`src/rtl/utype_enc_if.sv`:
```
// utype_enc_if: field-input / encoded-word-output handshake bundle for utype_encoder
interface utype_enc_if #(parameter int ADDR_W = 10);
  logic in_valid;
  logic in_ready;
  logic [19:0] in_imm;
  logic [4:0] in_rd;
  logic [6:0] in_opcode;
  logic out_valid;
  logic out_ready;
  logic [31:0] out_inst;
  logic [ADDR_W-1:0] out_addr;
  modport master (
    output in_valid, in_imm, in_rd, in_opcode, out_ready,
    input  in_ready, out_valid, out_inst, out_addr
  );
  modport slave (
    input  in_valid, in_imm, in_rd, in_opcode, out_ready,
    output in_ready, out_valid, out_inst, out_addr
  );
endinterface

```
`src/rtl/utype_encoder.sv`:
```
// utype_encoder: packs U-type fields into 32-bit words, 2-entry FIFO with byte-address tags.
// Define UTYPE_ENC_CHECK_EN to drop non-LUI/AUIPC opcodes and flag them on err.
module utype_encoder #(
  parameter int ADDR_W = 10,
  parameter logic [ADDR_W-1:0] BASE_ADDR = '0
) (
  input  logic clk,
  input  logic rst,
  utype_enc_if.slave bus,
  output logic err,
  input  logic err_clr,
  output logic [15:0] count
);
  typedef enum logic [1:0] {EMPTY, ONE, TWO} state_t;
  state_t state, state_n;
  logic [31:0] h_inst, t_inst;
  logic [ADDR_W-1:0] h_addr, t_addr, next_addr;
  logic acc, xfer, legal, enq, ld_new, ld_tail, ld_t;
  assign bus.in_ready = state != TWO;
  assign bus.out_valid = state != EMPTY;
  assign bus.out_inst = h_inst;
  assign bus.out_addr = h_addr;
  assign acc = bus.in_valid && bus.in_ready;
  assign xfer = bus.out_valid && bus.out_ready;
`ifdef UTYPE_ENC_CHECK_EN
  assign legal = bus.in_opcode == 7'b0110111 || bus.in_opcode == 7'b0010111;
  always_ff @(posedge clk)
    if (rst) err <= 1'b0;
    else err <= (acc && !legal) || (err && !err_clr);
`else
  assign legal = 1'b1;
  assign err = err_clr & 1'b0;
`endif
  assign enq = acc && legal;
  always_comb begin
    state_n = state;
    ld_new = 1'b0;
    ld_tail = 1'b0;
    ld_t = 1'b0;
    state_n = state == EMPTY ? (enq ? ONE : EMPTY) :
              state == ONE   ? (enq == xfer ? ONE : (enq ? TWO : EMPTY)) :
                               (xfer ? ONE : TWO);
    ld_new = enq && (state == EMPTY || (state == ONE && xfer));
    ld_t = enq && state == ONE && !xfer;
    ld_tail = state == TWO && xfer;
  end
  always_ff @(posedge clk) begin
    if (rst) begin
      state <= EMPTY;
      h_inst <= '0;
      h_addr <= BASE_ADDR;
      t_inst <= '0;
      t_addr <= BASE_ADDR;
      next_addr <= BASE_ADDR;
      count <= '0;
    end else begin
      state <= state_n;
      if (ld_new) begin
        h_inst <= {bus.in_imm, bus.in_rd, bus.in_opcode};
        h_addr <= next_addr;
      end else if (ld_tail) begin
        h_inst <= t_inst;
        h_addr <= t_addr;
      end
      if (ld_t) begin
        t_inst <= {bus.in_imm, bus.in_rd, bus.in_opcode};
        t_addr <= next_addr;
      end
      if (enq) next_addr <= next_addr + ADDR_W'(4);
      if (xfer && count != 16'hFFFF) count <= count + 16'd1;
    end
  end
endmodule

```
`src/flat_wrapper.sv`:
```
// flat-port wrapper written by rule: the top's interface ports become plain ports
module utype_encoder_flat 
#(
  parameter int ADDR_W = 10,
  parameter logic [ADDR_W-1:0] BASE_ADDR = '0
)
  (clk, rst, err, err_clr, count, bus_in_valid, bus_in_imm, bus_in_rd, bus_in_opcode, bus_out_ready, bus_in_ready, bus_out_valid, bus_out_inst, bus_out_addr);
  utype_enc_if #(.ADDR_W(ADDR_W)) bus_i ();
  input  logic clk;
  input  logic rst;
  output logic err;
  input  logic err_clr;
  output logic [15:0] count;
  input wire logic [$bits(bus_i.in_valid)-1:0] bus_in_valid;
  input wire logic [$bits(bus_i.in_imm)-1:0] bus_in_imm;
  input wire logic [$bits(bus_i.in_rd)-1:0] bus_in_rd;
  input wire logic [$bits(bus_i.in_opcode)-1:0] bus_in_opcode;
  input wire logic [$bits(bus_i.out_ready)-1:0] bus_out_ready;
  output wire logic [$bits(bus_i.in_ready)-1:0] bus_in_ready;
  output wire logic [$bits(bus_i.out_valid)-1:0] bus_out_valid;
  output wire logic [$bits(bus_i.out_inst)-1:0] bus_out_inst;
  output wire logic [$bits(bus_i.out_addr)-1:0] bus_out_addr;
  assign bus_i.in_valid = bus_in_valid;
  assign bus_i.in_imm = bus_in_imm;
  assign bus_i.in_rd = bus_in_rd;
  assign bus_i.in_opcode = bus_in_opcode;
  assign bus_i.out_ready = bus_out_ready;
  assign bus_in_ready = bus_i.in_ready;
  assign bus_out_valid = bus_i.out_valid;
  assign bus_out_inst = bus_i.out_inst;
  assign bus_out_addr = bus_i.out_addr;
  utype_encoder #(.ADDR_W(ADDR_W), .BASE_ADDR(BASE_ADDR)) u_core (.clk(clk), .rst(rst), .bus(bus_i), .err(err), .err_clr(err_clr), .count(count));
endmodule
```
`config.mk`:
```
export PLATFORM = sky130hd
export DESIGN_NAME = utype_encoder_flat
export DESIGN_NICKNAME = d
export VERILOG_FILES = /design/src/rtl/utype_enc_if.sv /design/src/rtl/utype_encoder.sv /design/src/flat_wrapper.sv
export SDC_FILE = /design/constraint.sdc
export NUM_CORES = 1
export LEC_CHECK = 0
export BUFFER_PORTS_ARGS = -buffer_cell sky130_fd_sc_hd__buf_2
export CORE_ASPECT_RATIO = 0.75
export CORE_UTILIZATION = 58
export DETAILED_ROUTE_END_ITERATION = 8
export HOLD_SLACK_MARGIN = 0.05
export PLACE_DENSITY_LB_ADDON = 0.12
export SYNTH_ARGS = -nofsm -noshare
export SYNTH_HDL_FRONTEND = slang
export SYNTH_SLANG_ARGS = --single-unit
```
`constraint.sdc`:
```
create_clock -name clk -period 3.8 [get_ports clk]
set_input_delay 0.76 -clock clk [delete_from_list [all_inputs] [get_ports clk]]
set_output_delay 0.76 -clock clk [all_outputs]
set_load 0.02 [all_outputs]
```
==> impl_metrics.yaml, run 1 <==
status:
  status: "finished, final reports clean"
sta:
  max_freq_mhz: 469
  rsz0062_at_grt: "no"
  finalMaxSlewViolations: 0
  slew_headroom_pct: 42.3
  fin_crit_sh_pct: 56.1
  fin_setup_tns_ns: 0
  fin_skew_ns: 0.00758
  setup_viol: 0
  final_hold_viol_count: 0
  post-route-min-period_ns: 2.13
  worst_slew_pin_slew_ns: 0.865
synthesis:
  synth-edff-count: 0
  async_flop_share_pct: 0
  synth_fa_ha_area_share_pct: 0.848
  netlist_instances: 515
  synthDistinctLibCells: 41
  synthXorXnorAreaFrac_pct: 0.792
  synth_top_area_cell: "dfxtp_1"
  netlist.area_leader.share_pct: 48.0
  yosys_warnings: 0
  synth_top_family_by_area: "simple AND/OR/NAND/NOR gates"
  ys.flop_type: "dfxtp_1"
  ys_seq_area_share_pct: 48.0
  netlist_area_mm2: 0.00443
  synth_area_leaders: "dfxtp_1 48%, mux2i_1 9.5%, a211oi_1 7.3%, nand2_1 7.3%, a21oi_1 6.2%"
  synth_compound_area_share_pct: 16.5
  ys_ff_latch: 106
  syn_avg_cell_area_um2: 8.59
  synth.mux.area_fraction_pct: 9.75
  yosys.area_share.simple_pct: 19.9
layout:
  antennaDiodeCount: 0
  syn_to_final_growth_pct: 15.1
  fill_cells: 652
  utilization_pct: 69.2
  multi_input_area_mm2: 0.00213
  drive_above_1_share_pct: 20.1
  final_cells: 692
  final-seq-area_mm2: 0.00212
  finalNetCount: 626
global_routing:
  grt_pass1_vias: 3569
  grt_pass1_wl_um: 15800
  grt.total_usage_pct: 24.7
  grt.overflow.total: 0
  grt_max_degree: 88
  antenna_found_initial: 0
route:
  drt_iter0_markers: 202
  num_vias: 3845
  firstDrtPassIters: 4
  postRouteAntennaNets: 0
  wl_per_cell_um: 13.6
  totalWireLength_um: 9430
  vias_per_cell: 5.56
  drt_drc_violations_left: 0
run:
  drv_cap: 0
floorplan:
  die_height_um: 77.7
  die_area_mm2: 0.00799
  initial_core_util_pct: 60.1
  core_area_mm2: 0.00736
  rows: 27
  num_io_pins: 98
  die_x_um: 103
clock_network:
  cts_resized: 0
  clock_path_buffers: 2
  cts_tree: "built"
  ctsHtreeMaxLevel: 3
  post_cts_buffers: 0
  holdBufCountCts: 0
  clkSinkCount: 106
  numCtsBuffers: 9
  clk_pin_slew_ns: 0.09
  root_buffer: "clkbuf_8"
  clock_latency_ns: 0.35
placement:
  placed_cells: 676
  gp_congestion: 0.834
  hpwlAfterDp_um: 6030
  io_buffers: 93
power:
  power_density_mw_per_mm2: 421
  pwr-share-clk_pct: 30.4
  power_frac_comb_pct: 13.8
  sequentialPowerShare_pct: 55.9
  totalPowerFinal_mw: 2.14
  vdd_drop_max_mv: 0.268
  swShare_pct: 27.6
  leakage_nw: 2.23
  p_int_mw: 1.55
  switching_power_uw: 592
setup_path:
  crit_type: "reg -> reg"
  start_kind: "register"
  path_max_fanout: 6
  endpoint_kind: "register"
  cp.arrival_ns: 2.38
  critical_path_required_ns: 4.05
worst_hold_path:
  min_path_type: "reg -> reg"
-- worst max-delay path, cell delays in order, from the launching register on --
cell	delay, ns
dfxtp_1	0.44
ha_1	0.31
nand4_1	0.20
nor4_1	0.63
nor2_1	0.16
mux2_2	0.30
-- per-layer routing --
metal / global-route usage [%] / vias to the layer above / wire length (um)
li1: - / 1954 / -
met1: 30.8 / 1789 / 4380
met2: 41.3 / 91 / 4390
met3: 7.30 / 11 / 555
met4: 7.18 / 0 / 98
met5: 0 / - / 0
-- synthesized netlist by cell type, drive strengths merged, types with 3 or more instances --
library cell  instances
nor3                  8
and4                  3
buf                   9
o41ai                 3
nor2b                 3
clkbuf               32
nand2                86
inv                   5
or3                   6
o21ai                 5
or4                   4
nor4                  4
nand4                 6
dfxtp               106
a21oi                55
nand3                11
nor2                 53
a211oi               43
mux2i                42
nand2b                4
nand3b                3
ha                    3
-- power groups by stage --
stage	combinational (mW)	clock, mW	sequential, mW
after detailed placement	0.296	0	1.22
after CTS	0.298	0.674	1.20
after floorplan	0.154	0	1.27
after global placement	0.290	0	1.22
after global routing	0.326	0.707	1.21
final	0.295	0.651	1.20
-- cell families after synthesis --
logic type	Yosys count
AOI/OAI and AO/OA	115
and+or+nand+nor	197
buffers and inverters	46
DFF	106
xor gates and xnor gates	4
adders and majority gates	3
other	1
muxes	43
-- through the flow --
stage	instance area, um2	hold slack (ns)	setup slack [ns]
4_1_cts	5090	0.461	1.75
3_3_place_gp	4910	0.441	1.47
6_report	5090	0.458	1.67
3_5_place_dp	4910	0.447	1.45
5_1_grt	5090	0.484	1.54
2_1_floorplan	4430	0.436	1.71
-- state kept, by name (all words and copies together) (netlist names) --
register	cells
u_core.bus.out_addr	8
u_core.bus.out_inst	32
u_core.count	16
u_core.next_addr	8
u_core.state	2
u_core.t_addr	8
u_core.t_inst	32
-- placed cells by master, fill, tap and decap left out, types with 2 or more instances in the layout --
| cell type | Yosys | final |
|---|---|---|
| nand2_1 | 86 | 86 |
| nor2_1 | 53 | 53 |
| nand3b_1 | 3 | 3 |
| o31ai_1 | 2 | 2 |
| a211oi_1 | 43 | 43 |
| inv_1 | 4 | 4 |
| nand4_1 | 6 | 6 |
| xor2_1 | 2 | 2 |
| xnor2_1 | 2 | 2 |
| a21oi_1 | 55 | 55 |
| inv_6 | 0 | 2 |
| ha_1 | 3 | 3 |
| nand2b_1 | 4 | 4 |
| a41oi_1 | 2 | 2 |
| dfxtp_1 | 106 | 106 |
| nor2b_1 | 3 | 3 |
| nand3_1 | 11 | 11 |
| conb_1 | 1 | 3 |
| and4_1 | 3 | 3 |
| buf_4 | 3 | 7 |
| or3_1 | 6 | 6 |
| or4_1 | 4 | 4 |
| nor4_1 | 4 | 4 |
| clkbuf_8 | 0 | 11 |
| and2_1 | 2 | 2 |
| buf_2 | 1 | 92 |
| o21ai_0 | 5 | 5 |
| nor3_1 | 8 | 8 |
| mux2i_1 | 42 | 42 |
| o41ai_1 | 3 | 3 |
| clkinv_2 | 0 | 2 |
-- final cells by class --
class,count,share of cell area (%)
multi-input combinational,365,41.7
sequential,106,41.7
timing repair buffer,99,10.1
clock buffer,11,2.97
tap,101,2.48
clock inverter,5,0.712
inverter,5,0.368
-- worst paths after layout --
| path | slack (ns) | to | from | cells after the start |
|---|---|---|---|---|
| max | 1.67 | u_core.count[0] | u_core.count[0] | 5 |
| min | 0.46 | u_core.t_inst[25] | u_core.t_inst[25] | 2 |
| max reg2reg | 1.67 | u_core.count[0] | u_core.count[0] | 5 |
| min reg2reg | 0.46 | u_core.t_inst[25] | u_core.t_inst[25] | 2 |
Note: power is estimated with default switching activity, not from simulation.
==> inputs of run 2 (changes only) <==
--- a/config.mk
+++ b/config.mk
@@ -7,7 +7,7 @@
 export LEC_CHECK = 0
 export BUFFER_PORTS_ARGS = -buffer_cell sky130_fd_sc_hd__buf_2
 export CORE_ASPECT_RATIO = 0.75
-export CORE_UTILIZATION = 58
+export CORE_UTILIZATION = 54
 export DETAILED_ROUTE_END_ITERATION = 8
 export HOLD_SLACK_MARGIN = 0.05
 export PLACE_DENSITY_LB_ADDON = 0.12
==> constraint.sdc (replaced) <==
create_clock -name clk -period 2.1 [get_ports clk]
set_input_delay 0.42 -clock clk [delete_from_list [all_inputs] [get_ports clk]]
set_output_delay 0.42 -clock clk [all_outputs]
set_load 0.02 [all_outputs]
==> impl_metrics.yaml, run 2 (synthesis results as in run 1) <==
status:
  status: "finished, final reports clean"
sta:
  fin_skew_ns: 0.0111
  slew_headroom_pct: 55.4
  post-route-min-period_ns: 1.95
  rsz0062_at_grt: "no"
  finalMaxSlewViolations: 0
  worst_slew_pin_slew_ns: 0.663
  hold_ws_ns: 0.282
  fin_setup_tns_ns: 0
  final_hold_viol_count: 0
  fin_crit_sh_pct: 93.1
  setup_viol: 0
  max_freq_mhz: 512
placement:
  gp_congestion: 0.860
  placed_cells: 687
  hpwlAfterDp_um: 6570
  io_buffers: 93
clock_network:
  numCtsBuffers: 9
  post_cts_buffers: 0
  cts_resized: 0
  clock_path_buffers: 2
  ctsHtreeMaxLevel: 3
  root_buffer: "clkbuf_8"
  clk_pin_slew_ns: 0.11
  clkSinkCount: 106
  holdBufCountCts: 0
  cts_tree: "built"
  clock_latency_ns: 0.37
global_routing:
  grt_max_degree: 57
  use_met1_pct: 31.8
  grt_pass1_vias: 3592
  grt_pass1_wl_um: 16600
  use_met2_pct: 39.0
  grt_util_met3_pct: 8.36
  top_usage_layer: "met2"
  grt.total_usage_pct: 24.3
  grt.overflow.total: 0
  antenna_found_initial: 0
setup_path:
  crit_path_max_incr_delay_ns: 0.49
  critical_path_required_ns: 2.40
  cp.arrival_ns: 2.25
  path_cells: "o21a_4 -> inv_2 -> or3_1 -> or4_1 -> a21oi_1"
  crit_type: "reg -> reg"
  path_max_fanout: 8
  cp_slowest_cell: "dfxtp_1"
  cp_top_family: "simple AND/OR/NAND/NOR gates"
  critPathBufInv: 1
  endpoint_kind: "register"
  start_kind: "register"
route:
  totalWireLength_um: 10100
  firstDrtPassIters: 5
  vias_per_cell: 5.58
  postRouteAntennaNets: 0
  drt_drc_violations_left: 0
  num_vias: 3920
  drt_iter0_markers: 237
  wl_per_cell_um: 14.3
floorplan:
  rows: 28
  initial_core_util_pct: 55.9
  die_height_um: 80.4
  die_x_um: 107
  die_area_mm2: 0.00857
  core_area_mm2: 0.00792
  num_io_pins: 98
layout:
  mostFrequentLayoutCells: "106 x dfxtp_1, 92 x buf_2, 86 x nand2_1"
  antennaDiodeCount: 0
  drive_above_1_share_pct: 20.9
  finalNetCount: 633
  final_common_cell: "dfxtp_1"
  final_cells: 702
  syn_to_final_growth_pct: 16.4
power:
  power_density_mw_per_mm2: 755
  vdd_drop_max_mv: 0.473
  leakage_nw: 2.25
run:
  drv_cap: 0
worst_hold_path:
  min_path_type: "in -> reg"
==> run 2: cell types whose count changed in the layout (fill, tap and decap cells not counted), sizes merged <==
cell,previous run,this run
buf,99,106
clkbuf,11,9
clkinv,3,0
clkinvlp,0,3
inv,7,8
==> run 2: worst paths after layout <==
| check | startpoint | to | slack (ns) | cells past startpoint |
|---|---|---|---|---|
| worst max-delay path | u_core.state[0] | u_core.count[7] | 0.15 | 5 |
| worst max register to register | u_core.state[0] | u_core.count[7] | 0.15 | 5 |
| worst min register to register | u_core.t_addr[6] | u_core.t_addr[6] | 0.46 | 2 |
| worst min-delay path | bus_in_opcode[4] | u_core.t_inst[4] | 0.28 | 3 |
==> run 2: cell type report <==
cell class / instances / area [um2]
multi-input combinational: 365 / 2130
clock buffer: 9 / 124
tap: 105 / 131
fill: 722 / 2770
clock inverter: 6 / 51.3
sequential: 106 / 2120
inverter: 5 / 18.8
timing repair buffer: 106 / 578
==> run 2: where the power goes <==
part	internal, mW	switching, mW
registers	2.11	0.0603
clock network	0.442	0.726
logic	0.204	0.348
total	2.76	1.13
==> run 2: worst reg2reg max path: stages (launching register included) <==
cell and delay (ns):
dfxtp_1 0.49, o21a_4 0.23, inv_2 0.06, or3_1 0.46, or4_1 0.49, a21oi_1 0.15
==> run 2: layer usage <==
metal / vias up / routed length, um
met5: - / 0
met4: 0 / 31
met3: 4 / 659
met2: 99 / 4680
met1: 1850 / 4700
li1: 1967 / -
==> run 2: through the flow <==
stage          util [%]  cell area, um2  power, mW  setup WS [ns]
4_1_cts            65.1            5150       3.92          0.157
5_1_grt            65.1            5150       4.05         0.0116
3_3_place_gp       62.8            4980       2.75          0.158
2_1_floorplan         -            4430       2.58          0.255
6_report           65.1            5150       3.89          0.145
3_5_place_dp       62.8            4980       2.77          0.127
